[src/rtl/prim_mubi_pkg.sv]
// Multi-bit boolean encodings. A 4-bit mubi value is "true" or "false" only
// for its two legal codes; any other code is treated as invalid.
package prim_mubi_pkg;

  typedef enum logic [3:0] {
    MuBi4True  = 4'h6,
    MuBi4False = 4'h9
  } mubi4_t;

endpackage : prim_mubi_pkg

[src/rtl/rom_ctrl_pkg.sv]
// Shared types for the ROM controller boot scan.
// scan_state_e uses a shortened (6,3) Hamming code so any two states differ
// in at least 3 bits; a single upset can never turn one legal state into
// another.
package rom_ctrl_pkg;

  localparam int unsigned TopCountDefault = 8;

  typedef enum logic [5:0] {
    ScanIdle     = 6'b001110,
    ScanReadData = 6'b010101,
    ScanReadTop  = 6'b100011,
    ScanWaitKmac = 6'b011011,
    ScanDone     = 6'b101101,
    ScanError    = 6'b110110
  } scan_state_e;

endpackage : rom_ctrl_pkg

[src/rtl/prim_flop.sv]
// Plain register with synchronous active-high reset.
// Ports: clk_i, rst_i, d_i (next value), q_o (registered value).
module prim_flop #(
  parameter int unsigned       Width      = 1,
  parameter logic [Width-1:0]  ResetValue = {Width{1'b0}}
) (
  input  logic             clk_i,
  input  logic             rst_i,
  input  logic [Width-1:0] d_i,
  output logic [Width-1:0] q_o
);

  // Storage with reset to ResetValue.
  always_ff @(posedge clk_i) begin
    if (rst_i) begin
      q_o <= ResetValue;
    end else begin
      q_o <= d_i;
    end
  end

endmodule : prim_flop

[src/rtl/rom_ctrl_scan_buf.sv]
// One-entry valid/ready holding stage between the ROM read port and KMAC.
// An arriving word is presented in the same cycle; if the consumer does not
// take it, it is held (data and last flag frozen) until accepted.
// Ports: in_valid_i/in_data_i/in_last_i (ROM response), out_valid_o/
// out_data_o/out_last_o/out_ready_i (KMAC side handshake).
module rom_ctrl_scan_buf #(
  parameter int unsigned DW = 39
) (
  input  logic          clk_i,
  input  logic          rst_i,
  input  logic          in_valid_i,
  input  logic [DW-1:0] in_data_i,
  input  logic          in_last_i,
  output logic          out_valid_o,
  output logic [DW-1:0] out_data_o,
  output logic          out_last_o,
  input  logic          out_ready_i
);

  logic          full_q, full_d;
  logic          last_q, last_d;
  logic [DW-1:0] data_q, data_d;

  // Output mux: a held word has priority; otherwise pass the arriving word.
  always_comb begin
    if (full_q) begin
      out_valid_o = 1'b1;
      out_data_o  = data_q;
      out_last_o  = last_q;
    end else if (in_valid_i) begin
      out_valid_o = 1'b1;
      out_data_o  = in_data_i;
      out_last_o  = in_last_i;
    end else begin
      out_valid_o = 1'b0;
      out_data_o  = {DW{1'b0}};
      out_last_o  = 1'b0;
    end
  end

  // Hold whatever is presented but not accepted.
  always_comb begin
    full_d = out_valid_o & ~out_ready_i;
    data_d = full_d ? out_data_o : data_q;
    last_d = full_d ? out_last_o : last_q;
  end

  // Holding register.
  always_ff @(posedge clk_i) begin
    if (rst_i) begin
      full_q <= 1'b0;
      last_q <= 1'b0;
      data_q <= {DW{1'b0}};
    end else begin
      full_q <= full_d;
      last_q <= last_d;
      data_q <= data_d;
    end
  end

endmodule : rom_ctrl_scan_buf

[src/rtl/rom_ctrl_scan_seq.sv]
// Boot-time ROM scan sequencer. After start_i it reads every ROM word in
// order, streams the data words to KMAC, writes the top TopCount words into
// the expected-digest register, waits for the digest result and then hands
// the ROM to the bus (sel_bus_o = MuBi4True, never reverted).
// Ports: chk_req_o/chk_addr_o/chk_rdata_i/rom_rvalid_i (ROM mux checker
// side), kmac_* (digest stream), exp_digest_* (expected-digest writes),
// sel_bus_o/done_o/good_o/alert_o (status).
module rom_ctrl_scan_seq
  import rom_ctrl_pkg::*;
  import prim_mubi_pkg::*;
#(
  parameter  int unsigned AW       = 8,
  parameter  int unsigned DW       = 39,
  parameter  int unsigned RomDepth = 2**AW,
  parameter  int unsigned TopCount = TopCountDefault,
  localparam int unsigned IdxW     = $clog2(TopCount)
) (
  input  logic            clk_i,
  input  logic            rst_i,
  input  logic            start_i,
  output logic            chk_req_o,
  output logic [AW-1:0]   chk_addr_o,
  input  logic [DW-1:0]   chk_rdata_i,
  input  logic            rom_rvalid_i,
  output logic [DW-1:0]   kmac_data_o,
  output logic            kmac_valid_o,
  input  logic            kmac_ready_i,
  output logic            kmac_last_o,
  input  logic            kmac_done_i,
  input  logic            digest_match_i,
  output logic            exp_digest_we_o,
  output logic [IdxW-1:0] exp_digest_idx_o,
  output logic [31:0]     exp_digest_o,
  output mubi4_t          sel_bus_o,
  output logic            done_o,
  output logic            good_o,
  output logic            alert_o
);

  localparam logic [AW-1:0] TopBase  = AW'(RomDepth - TopCount);
  localparam logic [AW-1:0] LastData = AW'(RomDepth - TopCount - 1);
  localparam logic [AW-1:0] LastAddr = AW'(RomDepth - 1);
  localparam logic [AW-1:0] AddrOne  = AW'(1);

  logic [5:0]    state_raw;
  scan_state_e   state_q, state_d;
  logic [AW-1:0] addr_q, addr_d;        // next address to request
  logic [AW-1:0] rd_addr_q, rd_addr_d;  // address of the read in flight
  logic          pend_q, pend_d;
  logic          good_q, good_d, done_q, done_d, alert_q, alert_d;
  mubi4_t        sel_q, sel_d;

  logic          req_s, rsp_s, err_s, top_last_rsp_s, buf_in_valid_s;
  logic          buf_valid_s, buf_last_s;
  logic [DW-1:0] buf_data_s;
  logic [IdxW-1:0] exp_idx_s;

  assign rsp_s          = rom_rvalid_i & pend_q;
  // A response with nothing in flight, or a digest result we did not ask for.
  assign err_s          = (rom_rvalid_i & ~pend_q) |
                          (kmac_done_i & (state_q != ScanWaitKmac));
  assign top_last_rsp_s = rsp_s & (rd_addr_q == LastAddr);
  assign buf_in_valid_s = rsp_s & (state_q == ScanReadData);
  assign exp_idx_s      = IdxW'(rd_addr_q - TopBase);

  // Request generation. In ReadData a response arriving this cycle frees the
  // in-flight slot, giving one word per cycle while KMAC keeps up. ReadTop
  // stops once the last address is in flight, so the counter never wraps.
  always_comb begin
    req_s = 1'b0;
    case (state_q)
      ScanReadData: req_s = (addr_q <= LastData) && (!pend_q || rom_rvalid_i) &&
                            (!buf_valid_s || kmac_ready_i);
      ScanReadTop:  req_s = !(pend_q && (rd_addr_q == LastAddr));
      default:      req_s = 1'b0;
    endcase
  end

  // Address counter and in-flight tracking.
  always_comb begin
    rd_addr_d = rd_addr_q;
    pend_d    = pend_q & ~rom_rvalid_i;
    addr_d    = addr_q;
    if (req_s) begin
      rd_addr_d = addr_q;
      pend_d    = 1'b1;
      addr_d    = (addr_q == LastAddr) ? addr_q : addr_q + AddrOne;
    end else if (state_q == ScanIdle) begin
      addr_d    = {AW{1'b0}};
    end else begin
      addr_d    = addr_q;
    end
  end

  // Next-state logic; any unrecognised encoding decodes to Error.
  always_comb begin
    state_d = state_q;
    case (state_q)
      ScanIdle:     state_d = err_s ? ScanError : (start_i ? ScanReadData : ScanIdle);
      ScanReadData: state_d = err_s ? ScanError :
                              ((buf_valid_s && buf_last_s && kmac_ready_i) ? ScanReadTop
                                                                          : ScanReadData);
      ScanReadTop:  state_d = err_s ? ScanError : (top_last_rsp_s ? ScanWaitKmac : ScanReadTop);
      ScanWaitKmac: state_d = err_s ? ScanError : (kmac_done_i ? ScanDone : ScanWaitKmac);
      ScanDone:     state_d = ScanDone;
      ScanError:    state_d = ScanError;
      default:      state_d = ScanError;
    endcase
  end

  // Status outputs. Once the bus owns the ROM it keeps it until reset.
  always_comb begin
    if ((state_q == ScanWaitKmac) && (state_d == ScanDone)) begin
      good_d = digest_match_i;
    end else begin
      good_d = good_q;
    end
    done_d  = (state_d == ScanDone);
    alert_d = alert_q | (state_d == ScanError);
    sel_d   = ((sel_q == MuBi4True) || (state_d == ScanDone)) ? MuBi4True : MuBi4False;
  end

  prim_flop #(
    .Width      (6),
    .ResetValue (6'(ScanIdle))
  ) u_state_regs (
    .clk_i (clk_i),
    .rst_i (rst_i),
    .d_i   (state_d),
    .q_o   (state_raw)
  );
  assign state_q = scan_state_e'(state_raw);

  // Datapath and status registers.
  always_ff @(posedge clk_i) begin
    if (rst_i) begin
      addr_q    <= {AW{1'b0}};
      rd_addr_q <= {AW{1'b0}};
      pend_q    <= 1'b0;
      good_q    <= 1'b0;
      done_q    <= 1'b0;
      alert_q   <= 1'b0;
      sel_q     <= MuBi4False;
    end else begin
      addr_q    <= addr_d;
      rd_addr_q <= rd_addr_d;
      pend_q    <= pend_d;
      good_q    <= good_d;
      done_q    <= done_d;
      alert_q   <= alert_d;
      sel_q     <= sel_d;
    end
  end

  rom_ctrl_scan_buf #(
    .DW (DW)
  ) u_buf (
    .clk_i       (clk_i),
    .rst_i       (rst_i),
    .in_valid_i  (buf_in_valid_s),
    .in_data_i   (chk_rdata_i),
    .in_last_i   (rd_addr_q == LastData),
    .out_valid_o (buf_valid_s),
    .out_data_o  (buf_data_s),
    .out_last_o  (buf_last_s),
    .out_ready_i (kmac_ready_i)
  );

  assign chk_req_o        = req_s;
  assign chk_addr_o       = addr_q;
  assign kmac_valid_o     = buf_valid_s;
  assign kmac_data_o      = buf_data_s;
  assign kmac_last_o      = buf_last_s;
  assign exp_digest_we_o  = rsp_s & (state_q == ScanReadTop);
  assign exp_digest_idx_o = exp_digest_we_o ? exp_idx_s : {IdxW{1'b0}};
  assign exp_digest_o     = exp_digest_we_o ? chk_rdata_i[31:0] : 32'h0000_0000;
  assign sel_bus_o        = sel_q;
  assign done_o           = done_q;
  assign good_o           = good_q;
  assign alert_o          = alert_q;

endmodule : rom_ctrl_scan_seq

[config.mk]
export PLATFORM = sky130hd
export DESIGN_NAME = rom_ctrl_scan_seq
export DESIGN_NICKNAME = d
export VERILOG_FILES = /design/src/rtl/prim_mubi_pkg.sv /design/src/rtl/rom_ctrl_pkg.sv /design/src/rtl/prim_flop.sv /design/src/rtl/rom_ctrl_scan_buf.sv /design/src/rtl/rom_ctrl_scan_seq.sv
export SDC_FILE = /design/constraint.sdc
export NUM_CORES = 1
export LEC_CHECK = 0
export CAP_MARGIN = 20
export CORE_MARGIN = 8
export CORE_UTILIZATION = 29
export DETAILED_ROUTE_END_ITERATION = 10
export PLACE_DENSITY = 0.61
export SLEW_MARGIN = 20
export SYNTH_ARGS = -nofsm -noshare
export SYNTH_HDL_FRONTEND = slang
export SYNTH_SLANG_ARGS = --single-unit
[constraint.sdc]
create_clock -name clk_i -period 1.9 [get_ports clk_i]
set_input_delay 0.38 -clock clk_i [delete_from_list [all_inputs] [get_ports clk_i]]
set_output_delay 0.38 -clock clk_i [all_outputs]
set_load 0.03 [all_outputs]
Word level (Yosys, flattened, before mapping)

Index checks and enable logic that the tools add are counted.

Eq/ne operators: 13
Bitwise gates (word level): 13
Mux-type cells: 23
$lt $le $gt $ge: 1
Reductions and logical operators: 14
$add $sub $neg: 2

Operators by type and width:

| operator            | count |
|---|---|
| $mux 39             | 2 |
| $mux 6              | 7 |
| $mux 32             | 1 |
| $pmux 6 s5          | 1 |
| $eq 6x6->1 const B  | 4 |
| $eq 8x8->1 const B  | 3 |
| $mux 8              | 3 |
| $eq 6x5->1 const B  | 2 |
| $add 8x1->8 const B | 1 |
| $and 1x1->1         | 8 |
| $le 8x8->1 const B  | 1 |
| $eq 6x4->1 const B  | 1 |
| $logic_and 1x1->1   | 6 |
| $ne 6x5->1 const B  | 1 |
| $mux 1              | 5 |
| $mux 5              | 1 |
| $eq 4x3->1 const B  | 1 |
| $mux 4              | 1 |
| $logic_not 1->1     | 3 |
| $logic_or 1x1->1    | 3 |
| $mux 3              | 1 |
| $not 1->1           | 3 |
| $sub 3x1->3 const B | 1 |
| $ne 2x2->1 const B  | 1 |
| 4 further kinds     | 5 |

Output and inout bits: 93
Register bits after elaboration: 71
Input port bits: 46
Logic and storage cells: 77

Depth between registers and ports, before layout

Gate-level depths: netlist of run 1.

Depth in word-level cells: 12
Depth in mapped cells: 8
Gate-level depth less buffers: 6

By module

A second synthesis of run 1 with hierarchy kept.

Cell total of the unflattened synthesis: 450
Area, all modules: 3,957.5 µm²

Modules (own cells, without submodules):

| module            | cells an instance | instances | sequential area each (µm²) | area an instance (µm²) |
|---|---|---|---|---|
| rom_ctrl_scan_buf | 231               | 1         | 820.8                      | 2,257.2 |
| rom_ctrl_scan_seq | 207               | 1         | 440.4                      | 1,542.7 |
| prim_flop         | 12                | 1         | 120.1                      | 157.7 |

Worst setup path after synthesis of run 1

No wires, ideal clock.

Kind: register to output
Start point: register u_state_regs.q_o[4]
End point: output port exp_digest_o[22]
Arrival time: 2.103 ns
Buffers on the path: 1
Data required time: 1.520 ns
Setup slack: -0.583 ns
Stages on the path, launching flop included: 6
Cells stage by stage: dfxtp_1 > nand2b_1 > or4_1 > nor2_1 > clkbuf_1 > and2_1

Longest elaborated chain between the ends: 3

RTL lines:

| element                   | line                     | source |
|---|---|---|
| start, declared           | prim_flop.sv:10          | `output logic [Width-1:0] q_o` |
| start signal, assigned    | prim_flop.sv:16          | `q_o <= ResetValue;` |
| start signal, assigned    | prim_flop.sv:18          | `q_o <= d_i;` |
| $eq 6x6->1                | rom_ctrl_scan_seq.sv:174 | `assign exp_digest_we_o = rsp_s & (state_q == ScanReadTop);` |
| $and 1x1->1               | rom_ctrl_scan_seq.sv:174 |  |
| named net exp_digest_we_o | rom_ctrl_scan_seq.sv:31  | `output logic exp_digest_we_o,` |
| $mux 32                   | rom_ctrl_scan_seq.sv:176 | `assign exp_digest_o = exp_digest_we_o ? chk_rdata_i[31:0] : 32'h0000_0000;` |
| end, declared             | rom_ctrl_scan_seq.sv:33  | `output logic [31:0] exp_digest_o,` |

The timed path passes the listed nets, and every way through them passes these cells.

Worst setup path after layout of run 1

Start point: register u_state_regs.q_o[3]
End point: output port exp_digest_o[24]

Longest elaborated chain between the ends: 3

RTL lines:

| element     | line |
|---|---|
| $eq 6x6->1  | rom_ctrl_scan_seq.sv:174 |
| $and 1x1->1 | rom_ctrl_scan_seq.sv:174 |
| $mux 32     | rom_ctrl_scan_seq.sv:176 |

No other way between the ends.

==> results of run 1 <==
==> flip-flops by register name (all words and copies together), names as in the netlist, 2 cells and up <==
register / flops
u_buf.data_q: 39
chk_addr_o: 8
rd_addr_q: 8
u_state_regs.q_o: 6
sel_bus_o: 2
==> how the worst max path moves through the flow <==
stage	cells past startpoint	startpoint	end	slack [ns]
global route	7	u_state_regs.q_o[3]	exp_digest_o[0]	-0.56
global placement	5	rom_rvalid_i	kmac_data_o[10]	-0.43
floorplan	8	u_state_regs.q_o[1]	u_buf.data_q[2]	0.0004
finish	7	u_state_regs.q_o[3]	exp_digest_o[24]	-0.50
CTS	6	u_state_regs.q_o[2]	exp_digest_o[31]	-0.48
detailed placement	5	rom_rvalid_i	kmac_data_o[10]	-0.43
==> layer usage <==
layer	part of all wire, %	up-vias	track usage, %
li1	-	2053	-
met1	40	2073	18.1
met2	52	146	25.8
met3	6.2	21	4.39
met4	1.6	0	4.34
met5	0	-	0
==> layout by cell type (no fill, tap or decap), drive strengths merged, types with 3 or more instances in the layout <==
| master | Yosys | layout |
|---|---|---|
| buf | 12 | 154 |
| and2 | 36 | 36 |
| nor3b | 3 | 3 |
| nand4 | 4 | 4 |
| or4 | 4 | 4 |
| a21oi | 58 | 58 |
| nand2 | 111 | 111 |
| and4 | 3 | 3 |
| nand2b | 3 | 3 |
| nor2b | 3 | 3 |
| dlymetal6s2s | 0 | 6 |
| clkbuf | 21 | 23 |
| nand3 | 7 | 7 |
| nor2 | 55 | 55 |
| clkdlybuf4s50 | 0 | 51 |
| inv | 4 | 4 |
| nor3 | 9 | 9 |
| mux2i | 39 | 39 |
| a31oi | 5 | 5 |
| dfxtp | 69 | 69 |
| o21ai | 9 | 9 |
| a21boi | 3 | 3 |
==> power by group <==
part | internal (mW) | switching [mW] | leakage (nW) | total [mW]
sequential | 1.45 | 0.00789 | 0.561 | 1.46
combinational | 0.161 | 0.190 | 2.41 | 0.351
clock | 1.20 | 0.625 | 0.161 | 1.82
total | 2.81 | 0.822 | 3.13 | 3.63
==> cell families (layout without fill, tap and decap cells) <==
| logic type | Yosys count | in the layout | synth area share, % |
|---|---|---|---|
| AOI/OAI and AO/OA | 84 | 84 | 13.4 |
| xor gates and xnor gates | 2 | 2 | 0.478 |
| adders and majority gates | 1 | 1 | 0.342 |
| buffers and inverters | 37 | 242 | 4.61 |
| DFF | 69 | 69 | 37.7 |
| muxes | 40 | 40 | 11.0 |
| and+or+nand+nor | 252 | 252 | 32.5 |
==> stage by stage <==
step | std cells | hold slack, ns
after floorplan | 485 | 0.427
after global placement | 808 | 0.437
after detailed placement | 808 | 0.448
after CTS | 834 | 0.391
after global routing | 862 | 0.420
final | 862 | 0.402
==> cell type report <==
class                   count  area share, %
clock buffers              14           3.83
clock inverters             2          0.489
well taps                 172           2.80
repair buffers            222           33.6
multi-input cells         379           40.8
inverters                   4          0.196
flip-flops and latches     69           18.3
==> tightest hold or removal path, stage by stage <==
cell	delay (ns)
buf_2	0.11
inv_1	0.10
nand3_1	0.10
==> repair_timing <==
action	in CTS	in global routing
setup endpoints to repair	126	145
cloned	1	12
resized for setup	106	223
buffers inserted	9	24
pin swaps	18	137
==> flow_summary.json, run 1 <==
{
  "status": "complete, but fails checks",
  "violations": "setup timing",
  "drv_slew": 0,
  "min-delay-start": "rst_i",
  "ant_nets": 0,
  "fin_util_pct": 61.6,
  "worst_path_largest_cell_delay_ns": 0.56,
  "place.gp.congestion": 0.895,
  "clk_pin_slew_worst_paths_ns": 0.05,
  "slowest_stage": "or4_4",
  "first_global_vias": 3930,
  "final.setup.tns_ns": -53.28,
  "skew_ns": 0.00804,
  "coreArea_um2": 12500,
  "grt_max_degree": 60,
  "ctsHoldBuffers": 0,
  "worst-endpoint-arrival_ns": 2.02,
  "max_freq_ghz": 0.416,
  "die_x_um": 128,
  "insertion_delay_ns": 0.33,
  "fin_crit_sh_pct": 126,
  "ys_ff_latch": 69,
  "viasPerCell": 4.98,
  "antenna_found_initial": 0,
  "crit_chain": "buf_6 > or4_4 > nor2_4 > buf_12 > clkbuf_16 > and2_4 > buf_6",
  "hold_end": "u_state_regs.q_o[3]",
  "multi_input_area_um2": 3130,
  "regArea_um2": 1400,
  "cts.sinks": 69,
  "yosys.area.top_type": "dfxtp_1",
  "crit_path_end_kind": "output port",
  "drtIter0Drc": 235,
  "crit_type": "reg2out",
  "power_mw": 3.63,
  "cap_violations": 0,
  "ys.flop_type": "dfxtp_1",
  "synth-edff-count": 0,
  "rsz0062_at_grt": "true",
  "fillers": 1002,
  "cts_tree": "built",
  "final_cell_area_um2": 7680,
  "synthTopCellsByArea": "dfxtp_1, nand2_1, mux2i_1",
  "hpwlAfterDp_mm": 9.32,
  "synthCells": 485,
  "synth-seq-area-share_pct": 37.7,
  "critPathMaxFanout": 8,
  "critPathMostFrequentCell": "buf_6",
  "synth_warnings": 0,
  "synthTopCellsByCount": "nand2_1, dfxtp_1, a21oi_1",
  "synth_nets": 532,
  "io_pins": 139,
  "synthesis.area_um2": 3660,
  "cts_buffers": 9,
  "synth.avg_cell_area_um2": 7.55,
  "grt.overflow.total": 0,
  "yosys.area.top_type_share_pct": 37.7,
  "hold_depth": 3,
  "min_path_type": "in2reg",
  "ir_worst_vdd_uv": 365,
  "drive_above_1_share_pct": 56.4,
  "first_pass_iters": 4,
  "rrSetupSlack_ns": -0.45,
  "yosysMostFrequentCell": "nand2_1",
  "vias": 4293,
  "grtUsageTotal_pct": 15.2,
  "clockBufferDepth": 2,
  "area_delta_synth_final_pct": 110,
  "portBuffers": 138,
  "finalNetCount": 732,
  "worst_pin_slew_ns": 0.665,
  "wl_per_cell_um": 17.5,
  "crit_required_ns": 1.52,
  "power_density_nw_per_um2": 473,
  "setup_ws_ns": -0.503,
  "ys_types": 47,
  "power.leakage_nw": 3.13,
  "dieHeight_um": 128,
  "initial_utilization_pct": 29.4,
  "die_area_um2": 16500,
  "cp_num_buf_inv": 4,
  "diodes": 0,
  "dp_slack_ns": -0.431,
  "ys_async_sr_fraction_pct": 0,
  "crit_family": "simple AND/OR/NAND/NOR gates",
  "grt_pass1_wl_mm": 20.1,
  "rr_startpoint": "u_state_regs.q_o[1]",
  "startpoint_type": "flip-flop",
  "setup_violations": 139,
  "fin_crit_ns": 2.40,
  "place_area_um2": 5730,
  "clockRootBuffer": "clkbuf_16",
  "drc": 0,
  "r2r_cells": 12,
  "placement_rows": 41,
  "r2r_end": "u_buf.data_q[15]",
  "totalWireLength_mm": 15.1,
  "final_hold_viol_count": 0,
  "slew_headroom_pct": 55.5,
  "ctsHtreeMaxLevel": 3
}
No activity file was read; power rests on OpenSTA's default activity.
==> run 2: changes to the inputs <==
--- a/config.mk
+++ b/config.mk
@@ -9,6 +9,7 @@
 export CORE_MARGIN = 8
 export CORE_UTILIZATION = 29
 export DETAILED_ROUTE_END_ITERATION = 10
+export GPL_ROUTABILITY_DRIVEN = 0
 export PLACE_DENSITY = 0.61
 export SLEW_MARGIN = 20
 export SYNTH_ARGS = -nofsm -noshare
==> run 2 against run 1 <==
The run still ends with setup timing left. Combinational power is essentially flat. Clock skew shrank 0.0021 ns. Largest cell class unchanged. Maximum frequency shrank 1.0%. Sequential share of layout area shrank 0.24 points. Worst hold slack gained 0.052 ns. Largest power group unchanged. Clock-buffer cell count shrank 4. Sequential power is essentially flat. Non-clock buffer count grew 5. Design area grew 0.80%. Final cell count grew 0.81%. Highest routed layer unchanged.
==> flow_summary.json, run 2 (same netlist as run 1, synthesis figures left out) <==
{
  "status": "complete, but fails checks",
  "violations": "setup timing",
  "initial_utilization_pct": 29.4,
  "startpoint_type": "flip-flop",
  "worst-endpoint-arrival_ns": 2.05,
  "cp_num_buf_inv": 4,
  "grt_max_degree": 43,
  "p_int_mw": 3.07,
  "drive_above_1_share_pct": 56.2,
  "crit_type": "reg2out",
  "p_comb_share_pct": 9.1,
  "skew_ns": 0.00595,
  "first_global_vias": 4397,
  "ant_nets": 0,
  "grt_pass1_wl_mm": 22.1,
  "hpwlAfterDp_mm": 9.28,
  "wl_per_cell_um": 17.7,
  "vias": 4367,
  "power_mw": 3.90,
  "layout_commonest_cell": "buf_6",
  "fin_crit_ns": 2.43,
  "dp_slack_ns": -0.424,
  "die_area_um2": 16500,
  "largest_register_ff_count": 39,
  "ctsHtreeMaxLevel": 3,
  "critPathMostFrequentCell": "buf_6",
  "cap_violations": 0,
  "crit_required_ns": 1.52,
  "coreArea_um2": 12500,
  "p_clk_share_pct": 53.4,
  "seq_power_share_pct": 37.5,
  "worst_path_largest_cell_delay_ns": 0.56,
  "crit_chain": "buf_6 > or4_4 > nor2_4 > buf_12 > clkbuf_16 > and2_4 > buf_6",
  "fin_crit_sh_pct": 128,
  "power.leakage_nw": 3.09,
  "viasPerCell": 5.03,
  "clockRootBuffer": "clkbuf_16",
  "dieHeight_um": 128,
  "power_density_nw_per_um2": 504,
  "setup_ws_ns": -0.527,
  "mostFrequentLayoutCells": "buf_6, nand2_1, dfxtp_1, clkdlybuf4s50_1, a21oi_2",
  "finalNetCount": 739,
  "first_pass_iters": 5,
  "switchingPower_mw": 0.830,
  "io_pins": 139,
  "drtIter0Drc": 258,
  "final_hold_viol_count": 0,
  "die_x_um": 128,
  "placement_rows": 41,
  "grt.overflow.total": 0,
  "slowest_stage": "or4_4",
  "grtUsageTotal_pct": 16.8,
  "crit_family": "simple AND/OR/NAND/NOR gates",
  "drv_slew": 0,
  "portBuffers": 138,
  "regMostFlops": "u_buf.data_q",
  "min_path_type": "reg2reg",
  "slew_headroom_pct": 60.3,
  "clockBufferDepth": 2,
  "crit_path_end_kind": "output port",
  "switching_share_pct": 21.3,
  "rsz0062_at_grt": "true",
  "ir_worst_vdd_uv": 419,
  "totalWireLength_mm": 15.4,
  "clk_pin_slew_worst_paths_ns": 0.06,
  "insertion_delay_ns": 0.33,
  "diodes": 0,
  "cts_tree": "built",
  "max_freq_ghz": 0.412,
  "critPathMaxFanout": 8,
  "cts_buffers": 9,
  "area_delta_synth_final_pct": 111,
  "worst_pin_slew_ns": 0.593,
  "drc": 0,
  "setup_violations": 144,
  "ctsHoldBuffers": 0,
  "antenna_found_initial": 0,
  "cts.sinks": 69
}
## run 2: per-stage QoR
step	area, um2	std cells	setup TNS [ns]	util [%]	hold WS [ns]
6_report	7740	869	-50.35	62.1	0.454
3_5_place_dp	5750	810	-41.30	46.1	0.447
3_3_place_gp	5750	810	-41.46	46.1	0.436
2_1_floorplan	4120	485	0	-	0.427
4_1_cts	6980	857	-50.82	56.0	0.439
5_1_grt	7740	869	-59.24	62.1	0.475
## run 2: power by group through the flow
stage	sequential [mW]	combinational [mW]	clock (mW)
after floorplan	1.50	0.104	0
after global placement	1.49	0.288	0
after detailed placement	1.50	0.291	0
after CTS	1.46	0.306	2.12
after global routing	1.47	0.377	2.19
final	1.47	0.354	2.08
## run 2: per-layer routing
layer | routed length [um] | part of all wire (%) | GRT usage [%] | vias up
met5 | 0 | 0 | 0 | -
met4 | 270 | 1.8 | 4.97 | 0
met3 | 996 | 6.5 | 4.55 | 21
met2 | 8090 | 53 | 30.8 | 156
met1 | 6010 | 39 | 18.4 | 2117
li1 | - | - | - | 2073
## run 2: layout make-up
cell class                      instances  area, um2
Clock buffer                           10        239
Clock inverter                          6        134
Fill cell                             979       4730
Inverter                                4       15.0
Multi-Input combinational cell        381       3150
Sequential cell                        69       1400
Tap cell                              172        215
Timing Repair Buffer                  227       2590
## run 2: repair_timing
action,in CTS,in global routing
setup buffers,23,22
hold endpoints to repair,0,0
gates resized for setup,146,184
endpoints found under the setup margin,127,146
gates cloned,9,4
pin swaps,62,82
## run 2: path summary, 6_finish.rpt
kind	to	slack (ns)	cells after the start	startpoint
max	exp_digest_o[8]	-0.53	7	u_state_regs.q_o[3]
min	u_buf.data_q[24]	0.45	2	u_buf.data_q[24]
max reg2reg	u_buf.data_q[1]	-0.37	12	u_state_regs.q_o[1]
min reg2reg	u_buf.data_q[24]	0.45	2	u_buf.data_q[24]
## run 2: tightest hold or removal path: stages, from the launching register on
cell     delay [ns]
dfxtp_1        0.31
nand2_1        0.05
a21oi_1        0.05
